File: src/rtl/gcd_job_sequencer.sv
// Queues operand pairs in a 4-deep FIFO and runs them one at a time through an external GCD engine.
// Macro GCD_SEQ_CEN_DIV_EN: CEN becomes a one-cycle pulse every CEN_DIV cycles instead of constant 1.
module gcd_job_sequencer #(
  parameter int CEN_DIV = 4
) (
  input  logic       Clk,
  input  logic       Reset,
  input  logic       In_valid,
  output logic       In_ready,
  input  logic [7:0] In_A,
  input  logic [7:0] In_B,
  output logic       Start,
  output logic       Ack,
  output logic [7:0] Ain,
  output logic [7:0] Bin,
  output logic       CEN,
  input  logic       q_Done,
  input  logic [7:0] AB_GCD,
  output logic       Out_valid,
  input  logic       Out_ready,
  output logic [7:0] Out_A,
  output logic [7:0] Out_B,
  output logic [7:0] Out_GCD,
  output logic [7:0] Job_count
);

  if (CEN_DIV < 2 || CEN_DIV > 255) begin : g_bad_cen_div
    $error("CEN_DIV must be in 2..255");
  end

  typedef enum logic [5:0] {
    IDLE  = 6'b000001,
    LOAD  = 6'b000010,
    START = 6'b000100,
    WAIT  = 6'b001000,
    ACK   = 6'b010000,
    EMIT  = 6'b100000
  } state_t;

  state_t     state, state_nxt;
  logic [7:0] fifo_a [4];
  logic [7:0] fifo_b [4];
  logic [1:0] wr_ptr, rd_ptr;
  logic [2:0] count;
  logic       ready_en, push, pop;
  logic [7:0] head_a, head_b, result;

  // ready_en keeps In_ready low until the first edge after reset release
  assign In_ready = ready_en && (count != 3'd4);
  assign push     = In_valid && In_ready;
  assign pop      = (state == LOAD);
  assign head_a   = fifo_a[rd_ptr];
  assign head_b   = fifo_b[rd_ptr];

  always_ff @(posedge Clk) begin
    if (push) begin
      fifo_a[wr_ptr] <= In_A;
      fifo_b[wr_ptr] <= In_B;
    end
  end

  always_ff @(posedge Clk or negedge Reset) begin
    if (!Reset) begin
      ready_en <= 1'b0;
      wr_ptr   <= 2'd0;
      rd_ptr   <= 2'd0;
      count    <= 3'd0;
    end else begin
      ready_en <= 1'b1;
      if (push) wr_ptr <= wr_ptr + 2'd1;
      if (pop)  rd_ptr <= rd_ptr + 2'd1;
      count <= count + {2'b00, push} - {2'b00, pop};
    end
  end

  always_ff @(posedge Clk or negedge Reset) begin
    if (!Reset) state <= IDLE;
    else        state <= state_nxt;
  end

  always_comb begin
    state_nxt = state;
    Start     = 1'b0;
    Ack       = 1'b0;
    Out_valid = 1'b0;
    unique case (state)
      IDLE:  if (count != 3'd0) state_nxt = LOAD;
      LOAD:  state_nxt = (head_a == 8'd0 || head_b == 8'd0) ? EMIT : START;
      START: begin
        Start     = 1'b1;
        state_nxt = WAIT;
      end
      WAIT:  if (q_Done) state_nxt = ACK;
      ACK: begin
        Ack       = 1'b1;
        state_nxt = EMIT;
      end
      EMIT: begin
        Out_valid = 1'b1;
        if (Out_ready) state_nxt = IDLE;
      end
      default: state_nxt = IDLE;
    endcase
  end

  // A|B is already the answer when an operand is zero; engine jobs overwrite it in WAIT
  always_ff @(posedge Clk or negedge Reset) begin
    if (!Reset) begin
      Ain       <= 8'd0;
      Bin       <= 8'd0;
      result    <= 8'd0;
      Job_count <= 8'd0;
    end else begin
      if (state == LOAD) begin
        Ain    <= head_a;
        Bin    <= head_b;
        result <= head_a | head_b;
      end
      if (state == WAIT && q_Done) result <= AB_GCD;
      if (state == EMIT && Out_ready) Job_count <= Job_count + 8'd1;
    end
  end

  assign Out_A   = Ain;
  assign Out_B   = Bin;
  assign Out_GCD = result;

`ifdef GCD_SEQ_CEN_DIV_EN
  logic [7:0] cen_cnt;

  always_ff @(posedge Clk or negedge Reset) begin
    if (!Reset)                          cen_cnt <= 8'd0;
    else if (cen_cnt == 8'(CEN_DIV - 1)) cen_cnt <= 8'd0;
    else                                 cen_cnt <= cen_cnt + 8'd1;
  end

  assign CEN = (cen_cnt == 8'(CEN_DIV - 1));
`else
  assign CEN = 1'b1;
`endif

endmodule

File: config.mk
export PLATFORM = sky130hd
export DESIGN_NAME = gcd_job_sequencer
export DESIGN_NICKNAME = d
export VERILOG_FILES = /design/src/rtl/gcd_job_sequencer.sv
export SDC_FILE = /design/constraint.sdc
export NUM_CORES = 1
export LEC_CHECK = 0
export BUFFER_PORTS_ARGS = -buffer_cell sky130_fd_sc_hd__buf_2
export CAP_MARGIN = 10
export CORE_ASPECT_RATIO = 0.9
export CORE_UTILIZATION = 50
export DETAILED_ROUTE_END_ITERATION = 10
export PLACE_DENSITY = 0.76
export SLEW_MARGIN = 20
export SYNTH_ARGS = -nofsm -noshare
export SYNTH_HDL_FRONTEND = slang
export SYNTH_SLANG_ARGS = --single-unit
File: constraint.sdc
create_clock -name Clk -period 2.7 [get_ports Clk]
set_input_delay 0.27 -clock Clk [delete_from_list [all_inputs] [get_ports Clk]]
set_output_delay 0.27 -clock Clk [all_outputs]
set_load 0.01 [all_outputs]
==> results of run 1 <==
[layer usage]
| metal | part of all wire (%) | vias up | wire [um] |
|---|---|---|---|
| met1 | 44 | 1368 | 3750 |
| met3 | 6.5 | 12 | 548 |
| met2 | 48 | 103 | 4060 |
| met5 | 0 | - | 0 |
| met4 | 1.2 | 0 | 105 |
| li1 | - | 1265 | - |
[sequential cells by signal (all words and copies together), names as in the netlist]
register   count
Ain            8
Bin            8
Job_count      8
Out_GCD        8
count          3
fifo_a        32
fifo_b        32
rd_ptr         2
ready_en       1
state          6
wr_ptr         2
[worst max path at each step]
stage                                    start            endpoint  slack, ns  depth (start not counted)
after global routing      state[2]$_DFFE_PN0P_  count[2]$_DFF_PN0_      0.007                          9
final                     state[2]$_DFFE_PN0P_  count[2]$_DFF_PN0_       0.11                          9
after global placement    state[2]$_DFFE_PN0P_  count[2]$_DFF_PN0_       0.17                          9
after floorplan           state[4]$_DFFE_PN0P_  count[2]$_DFF_PN0_      0.005                         12
after detailed placement  state[2]$_DFFE_PN0P_  count[2]$_DFF_PN0_       0.11                          9
after CTS                 state[2]$_DFFE_PN0P_  count[2]$_DFF_PN0_       0.08                          9
[kinds of logic (layout without fill, tap and decap cells)]
kind of cell    count (synthesis)  after routing
compound gates                 20             20
other cells                     1              2
simple gates                  108            108
flops                         110            110
xor+xnor                       13             13
mux                            18             18
fa+ha+maj                       8              8
buf+inv                        37            118
[power by group through the flow]
| stage | Combinational, mW | Clock [mW] | Sequential, mW |
|---|---|---|---|
| 2_1_floorplan | 1.30 | 0 | 2.43 |
| 3_3_place_gp | 1.77 | 0 | 2.40 |
| 3_5_place_dp | 1.81 | 0 | 2.42 |
| 4_1_cts | 1.81 | 1.02 | 2.38 |
| 5_1_grt | 2.01 | 1.08 | 2.43 |
| 6_report | 1.82 | 0.991 | 2.38 |
[cell usage after synthesis, drive strengths merged, types with 2 or more instances]
master  count
nand3       5
mux2        2
edfxtp     64
clkbuf      2
nor4        6
dfrtp      45
o22ai       5
nor3        6
ha          7
mux4       16
nor2        9
and3b       2
nand2      61
xor2        4
xnor2       9
buf        26
inv         8
nor2b       2
nand4       2
and3        5
a22oi       2
and2        3
o21ai       9
[repair_timing]
| action | 4_1_cts | 5_1_grt |
|---|---|---|
| endpoints found under the setup margin | 0 | 1 |
| hold buffers | 0 | 1 |
| endpoints found under the hold margin | 0 | 45 |
| resized for setup | 0 | 3 |
[area by class of cell]
type,instances,area [um2]
Clock inverter,7,80.1
Tap cell,119,149
Multi-Input combinational cell,169,1260
Sequential cell,110,3080
Fill cell,722,3500
Inverter,9,38.8
Clock buffer,9,124
Timing Repair Buffer,93,503
[stage by stage]
| stage | power (mW) | setup WS (ns) |
|---|---|---|
| final | 5.19 | 0.112 |
| after global routing | 5.53 | 0.00729 |
| after CTS | 5.22 | 0.0783 |
| after detailed placement | 4.23 | 0.114 |
| after global placement | 4.17 | 0.166 |
| after floorplan | 3.72 | 0.00465 |
==> metrics.md, run 1 <==
| Metric | Value |
|---|---|
| Status | `completed` |
| Synth area leader | `edfxtp_1` |
| Post-Synth Adder-Cell Area | `2.35%` |
| Sw frac | `34.7%` |
| Pleak | `2.27 nW` |
| Antenna violation net count after detailed routing | `0` |
| Largest delay share family, worst path | `simple AND/OR/NAND/NOR gates` |
| Post-DP Area | `0.00500 mm2` |
| Ys async rst share | `41.8%` |
| Top post-synthesis cells by area | `edfxtp_1 42%, dfrtp_1 25%, mux4_2 7.9%, nand2_1 5.0%, buf_4 3.0%` |
| Slowest-stage cell, CP | `or4_4` |
| Placer Congestion | `0.865` |
| WL final | `8.46 mm` |
| Final hold vios | `0` |
| Simple-gate share of the synthesized area | `11.3%` |
| Final setup violation count | `0` |
| Vias | `2748` |
| Worst hold margin | `0.106 ns` |
| Crit-path most repeated cell | `ha_1` |
| Setup TNS | `0 ns` |
| CP endpoint kind | `flop` |
| Combinational fraction of design power | `35.0%` |
| Max Cap Viol | `0` |
| Net count, final | `429` |
| Vias per inst | `5.33` |
| ANT cells | `0` |
| Busiest grt layer | `met2` |
| Post-Syn Instances | `315` |
| Post-synth EDFFs | `64` |
| CP Buf/Inv Count | `2` |
| GRT Overall Usage | `18.9%` |
| Largest net degree at the start of global routing | `47` |
| Fin Clk Skew | `0.0118 ns` |
| Reg-to-reg startpoint | `state[2]$_DFFE_PN0P_` |
| Crit path DAT | `2.85 ns` |
| Layout cells sized above 1 | `33.8%` |
| IO buf count | `80` |
| WHS Path Cells | `1` |
| Crit path cell chain | `or4_4, or3b_4, clkinv_4, ha_1, inv_1, ha_1, fa_1, xnor2_2, xnor2_1` |
| Total CTS buffers | `9` |
| Worst Path Required | `2.96 ns` |
| H-tree levels | `3` |
| I/O pin total | `82` |
| # DRC | `0` |
| Fmax | `386 MHz` |
| Seq/Total Area, Yosys | `67.2%` |
| Crit-path max FO | `7` |
| Die W | `103 um` |
| Final Max Tran Viols | `0` |
| Ys Warns | `0` |
| Synth Area in Compound Gates | `2.63%` |
| Fin area | `0.00523 mm2` |
| XOR/XNOR share of the synthesized area | `2.49%` |
| First-pass GRT wire length | `13.1 mm` |
| Synthesis-to-layout area growth | `14.4%` |
| Worst slew margin | `60.9%` |
| Worst skew pair latency | `0.37 ns` |
| Endpoint, Worst Hold | `fifo_b[0][1]$_DFFE_PP_` |
| Die H | `92.7 um` |
| Core area | `0.00873 mm2` |
| RSZ-0062 raised after global routing | `no` |
| Root Buffer | `clkbuf_8` |
| Commonest non-fill, non-tap cell in the layout | `buf_2` |
| Number of global-route vias before repair | `2624` |
| Synth top area share | `42.0%` |
| Crit start category | `flop` |
| Most frequent cells in the layout | `79 x buf_2, 64 x edfxtp_1, 61 x nand2_1, 44 x dfrtp_1, 16 x mux4_2` |
| Pre-antenna DRT Iters | `8` |
| Hold Path Class | `primary input to flop` |
| Met1 GRT Util | `25.3%` |
| Finished Core Util | `59.9%` |
| Clock transition at path regs | `0.10 ns` |
| Met2 usage | `30.6%` |
| Synthesized cell area | `0.00457 mm2` |
| Reg2Reg Depth | `9` |
| Post-layout minimum cycle time | `2.59 ns` |
| Met3 Usage GRT | `4.53%` |
| WL/cell | `16.4 um` |
| Postcts setup bufs | `0` |
| Placed insts | `499` |
| Largest family of logic cells by synthesized area | `simple AND/OR/NAND/NOR gates` |
| Initial Util | `52.4%` |
| PwrDens | `993 mW/mm2` |
| Worst slew pin tran | `0.586 ns` |
| Critical setup path kind | `flop to flop` |
| Reg-to-reg slack, setup | `0.11 ns` |
| GRT Residual Overflow | `0` |
| Antenna violations before repair | `0` |
| Clk pwr share | `19.1%` |
| Post-DP HPWL | `5.88 mm` |
| Register share of total power | `45.9%` |
| Mux share of post-synthesis cell area | `8.37%` |
| Period utilisation layout | `95.9%` |
| Synth Flop Type | `edfxtp_1` |
| Final std cells w/o fill | `516` |
| Row cnt | `32` |
| Initial DRC count | `106` |
| Synth Register Bits | `110` |
| Sink Count | `110` |
| CTS Buffer Depth | `2` |
| Net Switching | `1.80 mW` |
| Yosys cell types | `42` |
| R2r endpoint | `count[2]$_DFF_PN0_` |
| HP Start | `In_B[1]` |
| Max incr delay on CP | `0.56 ns` |
| CTS tree | `done` |
| Syn Area/Cell | `14.5 um2` |
| Internal | `3.39 mW` |
| Worst vdd ir | `435 uV` |
| Die area | `0.00953 mm2` |
Power figures use the tool's default switching activity.
==> run 2, diff against run 1 <==
--- a/config.mk
+++ b/config.mk
@@ -5,12 +5,13 @@
 export SDC_FILE = /design/constraint.sdc
 export NUM_CORES = 1
 export LEC_CHECK = 0
+export ABC_AREA = 1
 export BUFFER_PORTS_ARGS = -buffer_cell sky130_fd_sc_hd__buf_2
 export CAP_MARGIN = 10
 export CORE_ASPECT_RATIO = 0.9
 export CORE_UTILIZATION = 50
 export DETAILED_ROUTE_END_ITERATION = 10
-export PLACE_DENSITY = 0.76
+export PLACE_DENSITY = 0.75
 export SLEW_MARGIN = 20
 export SYNTH_ARGS = -nofsm -noshare
 export SYNTH_HDL_FRONTEND = slang
==> run 2 against run 1 <==
- global-route usage grew 0.89 points
- power grew 4.4%
- fmax grew 9.7%
- die area grew 3.9%
- critical endpoint unchanged
- largest cell class unchanged
- largest power group unchanged
- highest routed layer unchanged
==> metrics.md, run 2 <==
| Metric | Value |
|---|---|
| Status | `completed` |
| Worst skew pair latency | `0.38 ns (about the same)` |
| RSZ-0062 raised after global routing | `no` |
| Critical Path Source | `state[3]$_DFFE_PN0P_` |
| H-tree levels | `3 (unchanged)` |
| Fmax | `424 MHz (+9.7%)` |
| WL/cell | `14.1 um (-14%)` |
| Critical setup path kind | `flop to flop` |
| Synth Flop Type | `edfxtp_1` |
| Met2 wire length | `4.28 mm (+5.6%)` |
| Synth Area in Compound Gates | `2.74% (+0.11 points)` |
| Die area | `0.00990 mm2 (+3.9%)` |
| Top sig layer | `met4` |
| PwrDens | `1010 mW/mm2 (+1.5%)` |
| Worst slew margin | `62.3% (+1.4 points)` |
| Fin Clk Skew | `0.0148 ns (+0.00294 ns)` |
| Post-DP HPWL | `6.20 mm (+5.4%)` |
| Sink Count | `110 (unchanged)` |
| Worst slack at placement | `0.380 ns (+0.266 ns)` |
| Reg-to-reg startpoint | `state[3]$_DFFE_PN0P_` |
| Synth top area share | `40.4% (-1.6 points)` |
| CTS Buffer Depth | `2 (unchanged)` |
| Met3 wire len | `507 um (-7.5%)` |
| Seq/Total Area, Yosys | `64.7% (-2.6 points)` |
| Top post-synthesis cells by area | `edfxtp_1 40%, dfrtp_1 24%, nand2_1 11%, nand3_1 5.2%, buf_4 3.0%` |
| Initial DRC count | `224 (+110%)` |
| Largest family of logic cells by synthesized area | `simple AND/OR/NAND/NOR gates` |
| Commonest non-fill, non-tap cell in the layout | `nand2_1` |
| Postcts setup bufs | `0 (unchanged)` |
| Layout cells sized above 1 | `23.3% (-10 points)` |
| IO buf count | `80 (unchanged)` |
| Final setup violation count | `0 (unchanged)` |
| Synth Register Bits | `110 (unchanged)` |
| Hold Path Class | `primary input to flop` |
| Most common cell in the netlist | `nand2_1` |
| Post-layout minimum cycle time | `2.36 ns (-0.230 ns)` |
| Ys async rst share | `41.8% (unchanged)` |
| Vias | `3179 (+16%)` |
| Final Max Tran Viols | `0 (unchanged)` |
| ANT cells | `0 (unchanged)` |
| CP endpoint kind | `flop` |
| Crit path DAT | `2.64 ns (-0.21 ns)` |
| Simple-gate share of the synthesized area | `21.4% (+10 points)` |
| Post-Syn Instances | `441 (+40%)` |
| Crit start category | `flop` |
| Die W | `105 um (+1.9%)` |
| Total CTS buffers | `9 (unchanged)` |
| Net count, final | `547 (+28%)` |
| WL final | `9.01 mm (+6.5%)` |
| Most frequent cells in the layout | `137 x nand2_1, 79 x buf_2, 64 x edfxtp_1, 49 x nand3_1, 45 x dfrtp_1` |
| Worst Path Required | `2.99 ns (+0.03 ns)` |
| Mux share of post-synthesis cell area | `0.474% (-7.9 points)` |
| Registers with the most flip-flops | `fifo_a x32, fifo_b x32` |
| Post-synth EDFFs | `64 (unchanged)` |
| Pleak | `2.42 nW (+6.7%)` |
| Yosys cell types | `31 (-26%)` |
| Ys Warns | `0 (unchanged)` |
| Worst vdd ir | `415 uV (-4.7%)` |
| Setup WS post-layout | `0.342 ns (+0.230 ns)` |
| Pwr Total | `5.42 mW (+4.4%)` |
| Vias per inst | `4.99 (-6.3%)` |
| Largest net degree at the start of global routing | `47 (unchanged)` |
| Synthesis-to-layout area growth | `13.1%` |
| XOR/XNOR share of the synthesized area | `2.03% (-0.46 points)` |
| # DRC | `0 (unchanged)` |
| Core area | `0.00917 mm2 (+5.0%)` |
| Synth area leader | `edfxtp_1` |
| Finished Core Util | `58.7% (-1.2 points)` |
| Root Buffer | `clkbuf_8` |
| GRT Residual Overflow | `0 (unchanged)` |
| I/O pin total | `82 (unchanged)` |
| Final hold vios | `0 (unchanged)` |
| Setup TNS | `0 ns (unchanged)` |
| Post-Synth Adder-Cell Area | `2.26% (-0.090 points)` |
| Row cnt | `33 (+3.1%)` |
| Synthesized cell area | `0.00475 mm2 (+4.0%)` |
| GRT Overall Usage | `19.8% (+0.89 points)` |
| Initial Util | `51.9% (-0.51 points)` |
| Number of global-route vias before repair | `2985 (+14%)` |
| Antenna violation net count after detailed routing | `0 (unchanged)` |
| Top cells by count, synth | `137 x nand2_1, 64 x edfxtp_1, 49 x nand3_1` |
| Placer Congestion | `0.771 (-11%)` |
| Clock transition at path regs | `0.12 ns (+0.02 ns)` |
| Die H | `94.5 um (+1.9%)` |
| Crit-path max FO | `16 (+9)` |
| Period utilisation layout | `87.3% (-8.5 points)` |
| Pre-antenna DRT Iters | `4 (-4)` |
| Metal-1 WL | `4.10 mm (+9.3%)` |
| First-pass GRT wire length | `14.8 mm (+13%)` |
| CTS tree | `done` |
| HP Start | `In_B[4]` |
| Worst slew pin tran | `0.566 ns (-0.0205 ns)` |
| Syn Area/Cell | `10.8 um2 (-26%)` |
| Antenna violations before repair | `0 (unchanged)` |
| Max Cap Viol | `0 (unchanged)` |
run 2: what timing repair did:
item,4_1_cts,5_1_grt
endpoints found under the hold margin,0,45
hold buffers,0,1
resized for setup,0,0
run 2: worst paths after layout:
check | endpoint | slack [ns] | cells past startpoint
max | count[2]$_DFF_PN0_ | 0.34 | 11
min | fifo_b[0][4]$_DFFE_PP_ | 0.1 | 1
max reg2reg | count[2]$_DFF_PN0_ | 0.34 | 11
min reg2reg | Out_GCD[1]$_DFFE_PN0P_ | 0.49 | 2
max in group asynchronous | Out_GCD[0]$_DFFE_PN0P_ | 1.88 | 2
min in group asynchronous | Job_count[4]$_DFFE_PN0P_ | 0.41 | 2
run 2: critical path, cell delays in order, from the launching register on:
cell and delay (ns):
dfrtp_1 0.41, inv_1 0.09, nand2_1 0.13, inv_1 0.15, nand4_4 0.10, inv_2 0.24
ha_1 0.17, inv_1 0.04, ha_1 0.19, fa_1 0.38, xnor2_1 0.19, xor2_1 0.19
run 2: logic make-up (layout without fill, tap and decap cells):
family / after synthesis / in the layout
buf+inv: 59 / 132
flops: 110 / 110
other cells: 1 / 2
simple gates: 227 / 227
compound gates: 23 / 23
xor+xnor: 11 / 11
mux: 2 / 2
fa+ha+maj: 8 / 8
run 2: area by class of cell:
class                           count  area [um2]
Fill cell                         756        3790
Sequential cell                   110        3070
Multi-Input combinational cell    273        1380
Timing Repair Buffer               88         465
Tap cell                          122         153
Clock buffer                        9         124
Inverter                           28         105
Clock inverter                      7        76.3
run 2: where the power goes:
group	switching, mW	total (mW)	internal [mW]	leakage, nW
Sequential	0.219	2.38	2.16	1.14
Combinational	1.37	2.07	0.696	1.18
Clock	0.597	0.969	0.371	0.103
Total	2.19	5.42	3.23	2.42
run 2: per-stage QoR:
step,std cells,area [um2],hold slack (ns)
global placement,620,5160,0.461
CTS,636,5370,0.0677
finish,637,5380,0.0999
detailed placement,620,5160,0.475
global route,637,5380,0.0721
floorplan,442,4760,-0.0256
run 2: layer usage:
metal | global-route usage, % | vias to the layer above
li1 | - | 1577
met1 | 26.8 | 1482
met2 | 31.1 | 106
met3 | 5.45 | 14
met4 | 7.04 | 0
met5 | 0 | -
